**config.mk**
```make
export PLATFORM = sky130hd
export DESIGN_NAME = dct_row_loader
export DESIGN_NICKNAME = d
export VERILOG_FILES = /design/src/rtl/dct_pkg.sv /design/src/rtl/dct_level_shift.sv /design/src/rtl/dct_row_loader.sv
export SDC_FILE = /design/constraint.sdc
export NUM_CORES = 1
export LEC_CHECK = 0
export CAP_MARGIN = 0
export CORE_ASPECT_RATIO = 1.2
export CORE_MARGIN = 2
export CORE_UTILIZATION = 58
export DETAILED_ROUTE_END_ITERATION = 7
export PLACE_DENSITY = 0.81
export SETUP_SLACK_MARGIN = 0.3
export SYNTH_ARGS = -nofsm -noshare
export SYNTH_HDL_FRONTEND = slang
export SYNTH_HIERARCHICAL = 1
export SYNTH_SLANG_ARGS = --single-unit
```
**constraint.sdc**
```tcl
create_clock -name clk -period 4.8 [get_ports clk]
set_input_delay 0.96 -clock clk [delete_from_list [all_inputs] [get_ports clk]]
set_output_delay 0.96 -clock clk [all_outputs]
set_load 0.01 [all_outputs]
```
**src/rtl/dct_pkg.sv**
```systemverilog
// Shared constants and sample types for the 8-point DCT row/column datapath.
// Used by the row loader, the DCT stages and the multiplier instantiations.
package dct_pkg;

  localparam int N           = 8;
  localparam int PIX_W       = 8;
  localparam int IN_W        = 32;
  localparam int FRAC        = 15;
  localparam int LEVEL_SHIFT = 128;

  typedef logic signed [IN_W-1:0] sample_t;
  typedef sample_t [N-1:0]        row_t;

endpackage

```
**src/rtl/dct_level_shift.sv**
```systemverilog
// Combinational pixel-to-sample conversion: removes the DC offset and places
// the centred pixel in signed fixed point with FRAC fractional bits. Exact, no rounding.
module dct_level_shift #(
  parameter int PIX_W = dct_pkg::PIX_W,
  parameter int IN_W  = dct_pkg::IN_W,
  parameter int FRAC  = dct_pkg::FRAC
) (
  input  logic        [PIX_W-1:0] pix,
  output logic signed [IN_W-1:0]  sample
);

  localparam logic signed [PIX_W:0] SHIFT = (PIX_W+1)'(dct_pkg::LEVEL_SHIFT);

  logic signed [PIX_W:0]  centred;
  logic signed [IN_W-1:0] widened;

  // One extra bit holds the full -128..127 range of the centred pixel.
  assign centred = $signed({1'b0, pix}) - SHIFT;
  assign widened = {{(IN_W-PIX_W-1){centred[PIX_W]}}, centred};
  assign sample  = widened <<< FRAC;

endmodule

```
**src/rtl/dct_row_loader.sv**
```systemverilog
// Packs a level-shifted pixel stream into N-sample row vectors for the DCT row
// stage. Two ping-pong banks let the writer fill one row while the other waits.
module dct_row_loader #(
  parameter int PIX_W = dct_pkg::PIX_W,
  parameter int IN_W  = dct_pkg::IN_W,
  parameter int FRAC  = dct_pkg::FRAC,
  parameter int N     = dct_pkg::N
) (
  input  logic                   clk,
  input  logic                   rst,
  input  logic                   s_valid,
  output logic                   s_ready,
  input  logic [PIX_W-1:0]       s_data,
  output logic                   m_valid,
  input  logic                   m_ready,
  output logic [N*IN_W-1:0]      m_data,
  output logic [$clog2(N)-1:0]   m_row,
  output logic                   m_last
);

  localparam int CW = $clog2(N);

  logic [IN_W-1:0] bank_data [2][N];
  logic [CW-1:0]   bank_tag  [2];
  logic [1:0]      full;
  logic            wr_bank;
  logic            rd_bank;
  logic [CW-1:0]   col;
  logic [CW-1:0]   rowc;

  logic [IN_W-1:0] sample;
  logic            wr_fire;
  logic            rd_fire;
  logic            row_done;

  dct_level_shift #(
    .PIX_W (PIX_W),
    .IN_W  (IN_W),
    .FRAC  (FRAC)
  ) u_level_shift (
    .pix    (s_data),
    .sample (sample)
  );

  // Ready depends only on the write bank's flag, never on m_ready.
  assign s_ready  = !full[wr_bank] && !rst;
  assign m_valid  = full[rd_bank];
  assign wr_fire  = s_valid && s_ready;
  assign rd_fire  = m_valid && m_ready;
  assign row_done = wr_fire && (col == CW'(N-1));

  // NOTE: sequential state uses non-blocking assignments so every register
  // samples pre-edge values, regardless of statement order in this block.
  always_ff @(posedge clk) begin
    if (rst) begin
      full    <= '0;
      wr_bank <= 1'b0;
      rd_bank <= 1'b0;
      col     <= '0;
      rowc    <= '0;
      // NOTE: bank storage is cleared too, because the outputs read it
      // directly and must show zero data and row 0 out of reset.
      for (int b = 0; b < 2; b++) begin
        bank_tag[b] <= '0;
        for (int k = 0; k < N; k++) bank_data[b][k] <= '0;
      end
    end else begin
      if (wr_fire) begin
        bank_data[wr_bank][col] <= sample;
        if (row_done) begin
          col               <= '0;
          full[wr_bank]     <= 1'b1;
          bank_tag[wr_bank] <= rowc;
          rowc              <= (rowc == CW'(N-1)) ? '0 : rowc + 1'b1;
          wr_bank           <= ~wr_bank;
        end else begin
          col <= col + 1'b1;
        end
      end
      // A completing write and an accepted read always target opposite banks.
      if (rd_fire) begin
        full[rd_bank] <= 1'b0;
        rd_bank       <= ~rd_bank;
      end
    end
  end

  // NOTE: every output of this block is given a default first, so no path
  // through it can leave a value held and infer a latch.
  always_comb begin
    m_data = '0;
    for (int k = 0; k < N; k++) m_data[k*IN_W +: IN_W] = bank_data[rd_bank][k];
  end

  assign m_row  = bank_tag[rd_bank];
  assign m_last = (bank_tag[rd_bank] == CW'(N-1));

endmodule

```
# Yosys cells after proc, flatten, opt, wreduce, memory -nomap -nowiden
# Memory sizes are Yosys's and may differ from the RTL's. A register that Yosys moved wholly into a read port is not among the register bits.
# Index checks and enable logic that the tools add are counted.
# Widths: inputs -> output; s select.
[word_totals] ff_bits=10 mem_bits_rw=278 in_bits=12 out_inout_bits=262 wordCells=72 mem_count=2
[mem_list] memory="bank_data" words=2 width=136 read_ports=1 rd_ports_with_merged_regs=1 write_ports=2 line_no="dct_row_loader.sv:23" source="logic [IN_W-1:0] bank_data [2][N];"
[mem_list] memory="bank_tag" words=2 width=3 read_ports=1 rd_ports_with_merged_regs=1 write_ports=2 line_no="dct_row_loader.sv:24" source="logic [CW-1:0] bank_tag [2];"
[classes] add_sub_neg=3 order_cmp=6 eq_ne=3 n_mux=35 n_bitwise=6 reduce_logical=12
[ops] op="$mux 136" n=2
[ops] op="$mux 256" n=1
[ops] op="$reduce_or 136->1" n=1
[ops] op="$demux 32 s3" n=1
[ops] op="$mux 32" n=1
[ops] op="$mux 1" n=21
[ops] op="$eq 3x3->1 const B" n=3
[ops] op="$mux 3" n=3
[ops] op="$sub 8x8->9 const B" n=1
[ops] op="$mux 2" n=4
[ops] op="$logic_and 1x1->1" n=7
[ops] op="$add 3x1->3 const B" n=2
[ops] op="$ge 4x4->1 const B" n=1
[ops] op="$lt 1x2->1 const B" n=2
[ops] op="$lt 4x1->1 const B" n=1
[ops] op="$not 3->4" n=1
[ops] op="$reduce_or 3->1" n=1
[ops] op="$and 2x2->2" n=1
[ops] op="$demux 1 s1" n=2
[ops] op="$ge 1x1->1 const B" n=2
[ops] op="$logic_not 1->1" n=2
[ops] op="$not 1->1" n=2
[ops] op="$not 2->2" n=1
[ops] op="$or 2x2->2" n=1
[ops] op="$reduce_and 2->1" n=1

# Logic depth before layout (Yosys ltp)
[depth] word_depth=12 depth_mapped=6 ltp_nobuf=5

# Modules after synthesis
# Netlist, hierarchy kept.
[modules_own_cells] mod="dct_row_loader" n_inst=1 cells_per_inst=1272 area_each_um2=21722.1
[modules_own_cells] mod="dct_level_shift" n_inst=1 cells_per_inst=33 area_each_um2=240.2

# Worst setup path after synthesis
# No wires, ideal clock.
[synth_timing] path_kind="input -> register" startpoint="input port rst" endpoint="memory bank_data[1][0] (netlist bit), enable pin" setup_time_ns=0.432 arrival_ns=3.171 t_required_ns=4.368 path_slack_ns=1.198 path_stages=5 n_path_buf=2 cell_sequence="buf_6 > nand2b_1 > nor2_1 > clkbuf_1 > a21oi_1"
[synth_rtl] item="start, declared" line_no="dct_row_loader.sv:10" source="input logic rst,"
[synth_rtl] item="end, declared" line_no="dct_row_loader.sv:23"

==> flow_metrics.env <==
export IMPL_start_util_pct=58.5
export IMPL_synth_area_per_cell_sq_um=16.8
export IMPL_yosysTopAreaCell="edfxtp_1"
export IMPL_crit_type="reg -> out"
export IMPL_max_slew_margin_pct=7.56
export IMPL_tritoncts="yes"
export IMPL_crit_fanout=47
export IMPL_hp_class="reg -> reg"
export IMPL_drt_met1_wl_microns=20300
export IMPL_grt_max_degree=83
export IMPL_wl_met3_microns=3920
export IMPL_seqCellArea_sq_um=15800
export IMPL_nets=1591
export IMPL_syn_instance_count=1305
export IMPL_grt_overflow=0
export IMPL_seq_area_frac_synth_pct=71.8
export IMPL_grt_pass1_vias=12200
export IMPL_die_w_microns=182
export IMPL_io_buffer_count=273
export IMPL_swShare_pct=21.8
export IMPL_tightest_slew_ns=1.38
export IMPL_dieArea_sq_um=39400
export IMPL_tns_ns=0
export IMPL_cp_end_kind="output port"
export IMPL_cts_setup_buffers=0
export IMPL_n_fill_cell=2253
export IMPL_drt_iter0_markers=1266
export IMPL_drive_above_1_share_pct=24.2
export IMPL_routed_wl_microns=53900
export IMPL_grt_pass1_wl_microns=78000
export IMPL_top_layer="met4"
export IMPL_synth_top_area_share_pct=70.8
export IMPL_clkPwrFrac_pct=38.2
export IMPL_drc_errors=0
export IMPL_min_period_over_period_pct=78.5
export IMPL_hold_path_depth=2
export IMPL_reg2reg_depth=5
export IMPL_max_vdd_ir_drop_mv=0.251
export IMPL_multi_input_area_sq_um=5760
export IMPL_internal_power_w=0.00765
export IMPL_cts_hold_fix_buffers=0
export IMPL_setup_viol=0
export IMPL_pwr_share_seq_pct=54.8
export IMPL_rsz0062_at_grt="no"
export IMPL_first_pass_iters=5
export IMPL_finalHoldViolCount=0
export IMPL_clkTransAtPathRegs_ns=0.06
export IMPL_die_height_microns=217
export IMPL_drv_slew=0
export IMPL_antenna_found_initial=2
export IMPL_outcome="complete, no violations"
export IMPL_clk_path_buf_depth=3
export IMPL_timing_fmax_ghz=0.265
export IMPL_postCtsResizedCells=0
export IMPL_grt_usage_pct=27.3
export IMPL_async_flop_share_pct=0
export IMPL_crit_arrival_ns=2.81
export IMPL_avgViaCountPerCell=5.77
export IMPL_utilization_pct=71.1
export IMPL_dr_wl_met2_microns=27300
export IMPL_skew_ns=0.0290
export IMPL_ios=274
export IMPL_area_growth_pct=21.6
export IMPL_syn_cell_area_sq_um=22000
export IMPL_power_density_nw_per_um2=366
export IMPL_core_area_sq_um=37600
export IMPL_max_cap_violations=0
export IMPL_cts_root_buf="clkbuf_16"
export IMPL_p_leak_nw=9.70
export IMPL_num_rows=78
export IMPL_gp_congestion=0.793
export IMPL_ys_flop_type="edfxtp_1"
export IMPL_final_antenna_net_count=0
export IMPL_pwr_share_comb_pct=6.9
export IMPL_worst_setup_path_start_kind="register"
export IMPL_fin_crit_ns=3.77
export IMPL_num_vias=12100
export IMPL_clock_latency_ns=0.59
export IMPL_synth_seq_cells=529
export IMPL_synth_area_leaders="edfxtp_1 71%, mux2_2 13%, and2_1 9.2%"
export IMPL_wire_per_inst_microns=25.7
export IMPL_synth_edf_count=518
export IMPL_cp_required_ns=3.84
export IMPL_yosysWarnings=6
export IMPL_numClockSinks=529
export IMPL_yosysUniqueCellTypes=35
export IMPL_cts_buffers=50
export IMPL_p_sw_w=0.00214
export IMPL_dp_hpwl_microns=33600
export IMPL_htreeDepth=2
routing by layer:
layer,vias up,GRT usage [%]
met4,0,12.2
met3,117,5.00
met2,544,45.9
li1,5279,-
met1,6144,34.9
met5,-,0
flip-flops by register name, indices dropped and copies added, names as in the netlist, named ones only:
name,flops
full,2
bank_data,512
rowc,3
col,3
wr_bank,1
bank_tag,6
rd_bank,1
synth_stat cells, types with 2 or more instances:
| cell type | number |
|---|---|
| edfxtp_1 | 518 |
| and2_1 | 322 |
| mux2_2 | 262 |
| buf_4 | 32 |
| clkbuf_1 | 23 |
| buf_2 | 22 |
| clkbuf_2 | 21 |
| a21oi_1 | 15 |
| or2_2 | 13 |
| dfxtp_1 | 11 |
| nand2b_1 | 7 |
| nor2_1 | 6 |
| o21ai_0 | 6 |
| ha_1 | 4 |
| nand3_1 | 4 |
| nor3_4 | 4 |
| and3_1 | 3 |
| inv_1 | 3 |
| nand2_1 | 3 |
| nand3b_1 | 3 |
| nor4_4 | 3 |
| a311oi_1 | 2 |
| buf_6 | 2 |
| mux2i_1 | 2 |
| nor2b_1 | 2 |
| nor3_2 | 2 |
| or4_1 | 2 |
power by group through the flow:
stage / combinational, W / sequential (W) / clock (W)
2_1_floorplan: 0.000324 / 0.00543 / 0
3_3_place_gp: 0.000648 / 0.00545 / 0
3_5_place_dp: 0.000660 / 0.00546 / 0
4_1_cts: 0.000664 / 0.00537 / 0.00376
5_1_grt: 0.000713 / 0.00538 / 0.00393
6_report: 0.000679 / 0.00537 / 0.00374
metrics by stage:
stage / power [W] / hold WS [ns] / setup WS, ns / cell area, sq um / instances
floorplan: 0.00576 / 0.474 / 1.20 / 22000 / 1319
global placement: 0.00610 / 0.489 / 1.13 / 25200 / 2003
detailed placement: 0.00612 / 0.511 / 1.08 / 25200 / 2003
CTS: 0.00979 / 0.519 / 1.02 / 26700 / 2095
global route: 0.0100 / 0.552 / 0.966 / 26700 / 2096
finish: 0.00979 / 0.527 / 1.03 / 26700 / 2096
cell usage in the layout, fill, tap and decap left out, drive strengths merged, types with 3 or more instances in the layout:
cell / instances
nor2: 6
inv: 6
nor4: 3
nor3: 7
clkdlybuf4s50: 273
and2: 322
mux2: 262
conb: 15
nand3: 4
buf: 31
and3: 3
dfxtp: 11
o21ai: 6
clkinv: 22
or2: 13
nand3b: 3
a21oi: 15
ha: 4
nand2: 3
clkbuf: 64
edfxtp: 518
nand2b: 7
worst max-delay path, cell delays in order (launching register included):
cell and delay [ns]:
dfxtp_4 0.83, buf_4 0.43, mux2_2 0.43, clkdlybuf4s50_1 0.50
kinds of logic (layout without fill, tap and decap cells):
logic type / Yosys count / in the layout / share of synthesized area (%)
AND/OR/NAND/NOR: 379 / 379 / 11.2
adder cells (fa/ha/maj): 4 / 4 / 0.228
flip-flops: 529 / 529 / 71.8
buffers and inverters: 103 / 399 / 2.62
multiplexers: 264 / 264 / 13.5
AO/OA/AOI/OAI: 25 / 25 / 0.627
other: 1 / 16 / 0.0171
final cells by class:
class | instances | share of cell area [%]
sequential | 529 | 59.1
multi-input combinational | 687 | 21.6
timing repair buffer | 304 | 11.3
clock buffer | 64 | 4.96
tap | 480 | 2.25
clock inverter | 28 | 0.768
inverter | 3 | 0.0422
antenna | 1 | 0.00937
final timing paths:
path	slack, ns	start	to
hold reg to reg	0.53	rowc[1]	rowc[1]
setup reg to reg	1.87	wr_bank	bank_data[1][98]
hold / removal	0.53	rowc[1]	rowc[1]
setup / recovery	1.03	register	m_data[16]
(Power assumes the default switching activity.)
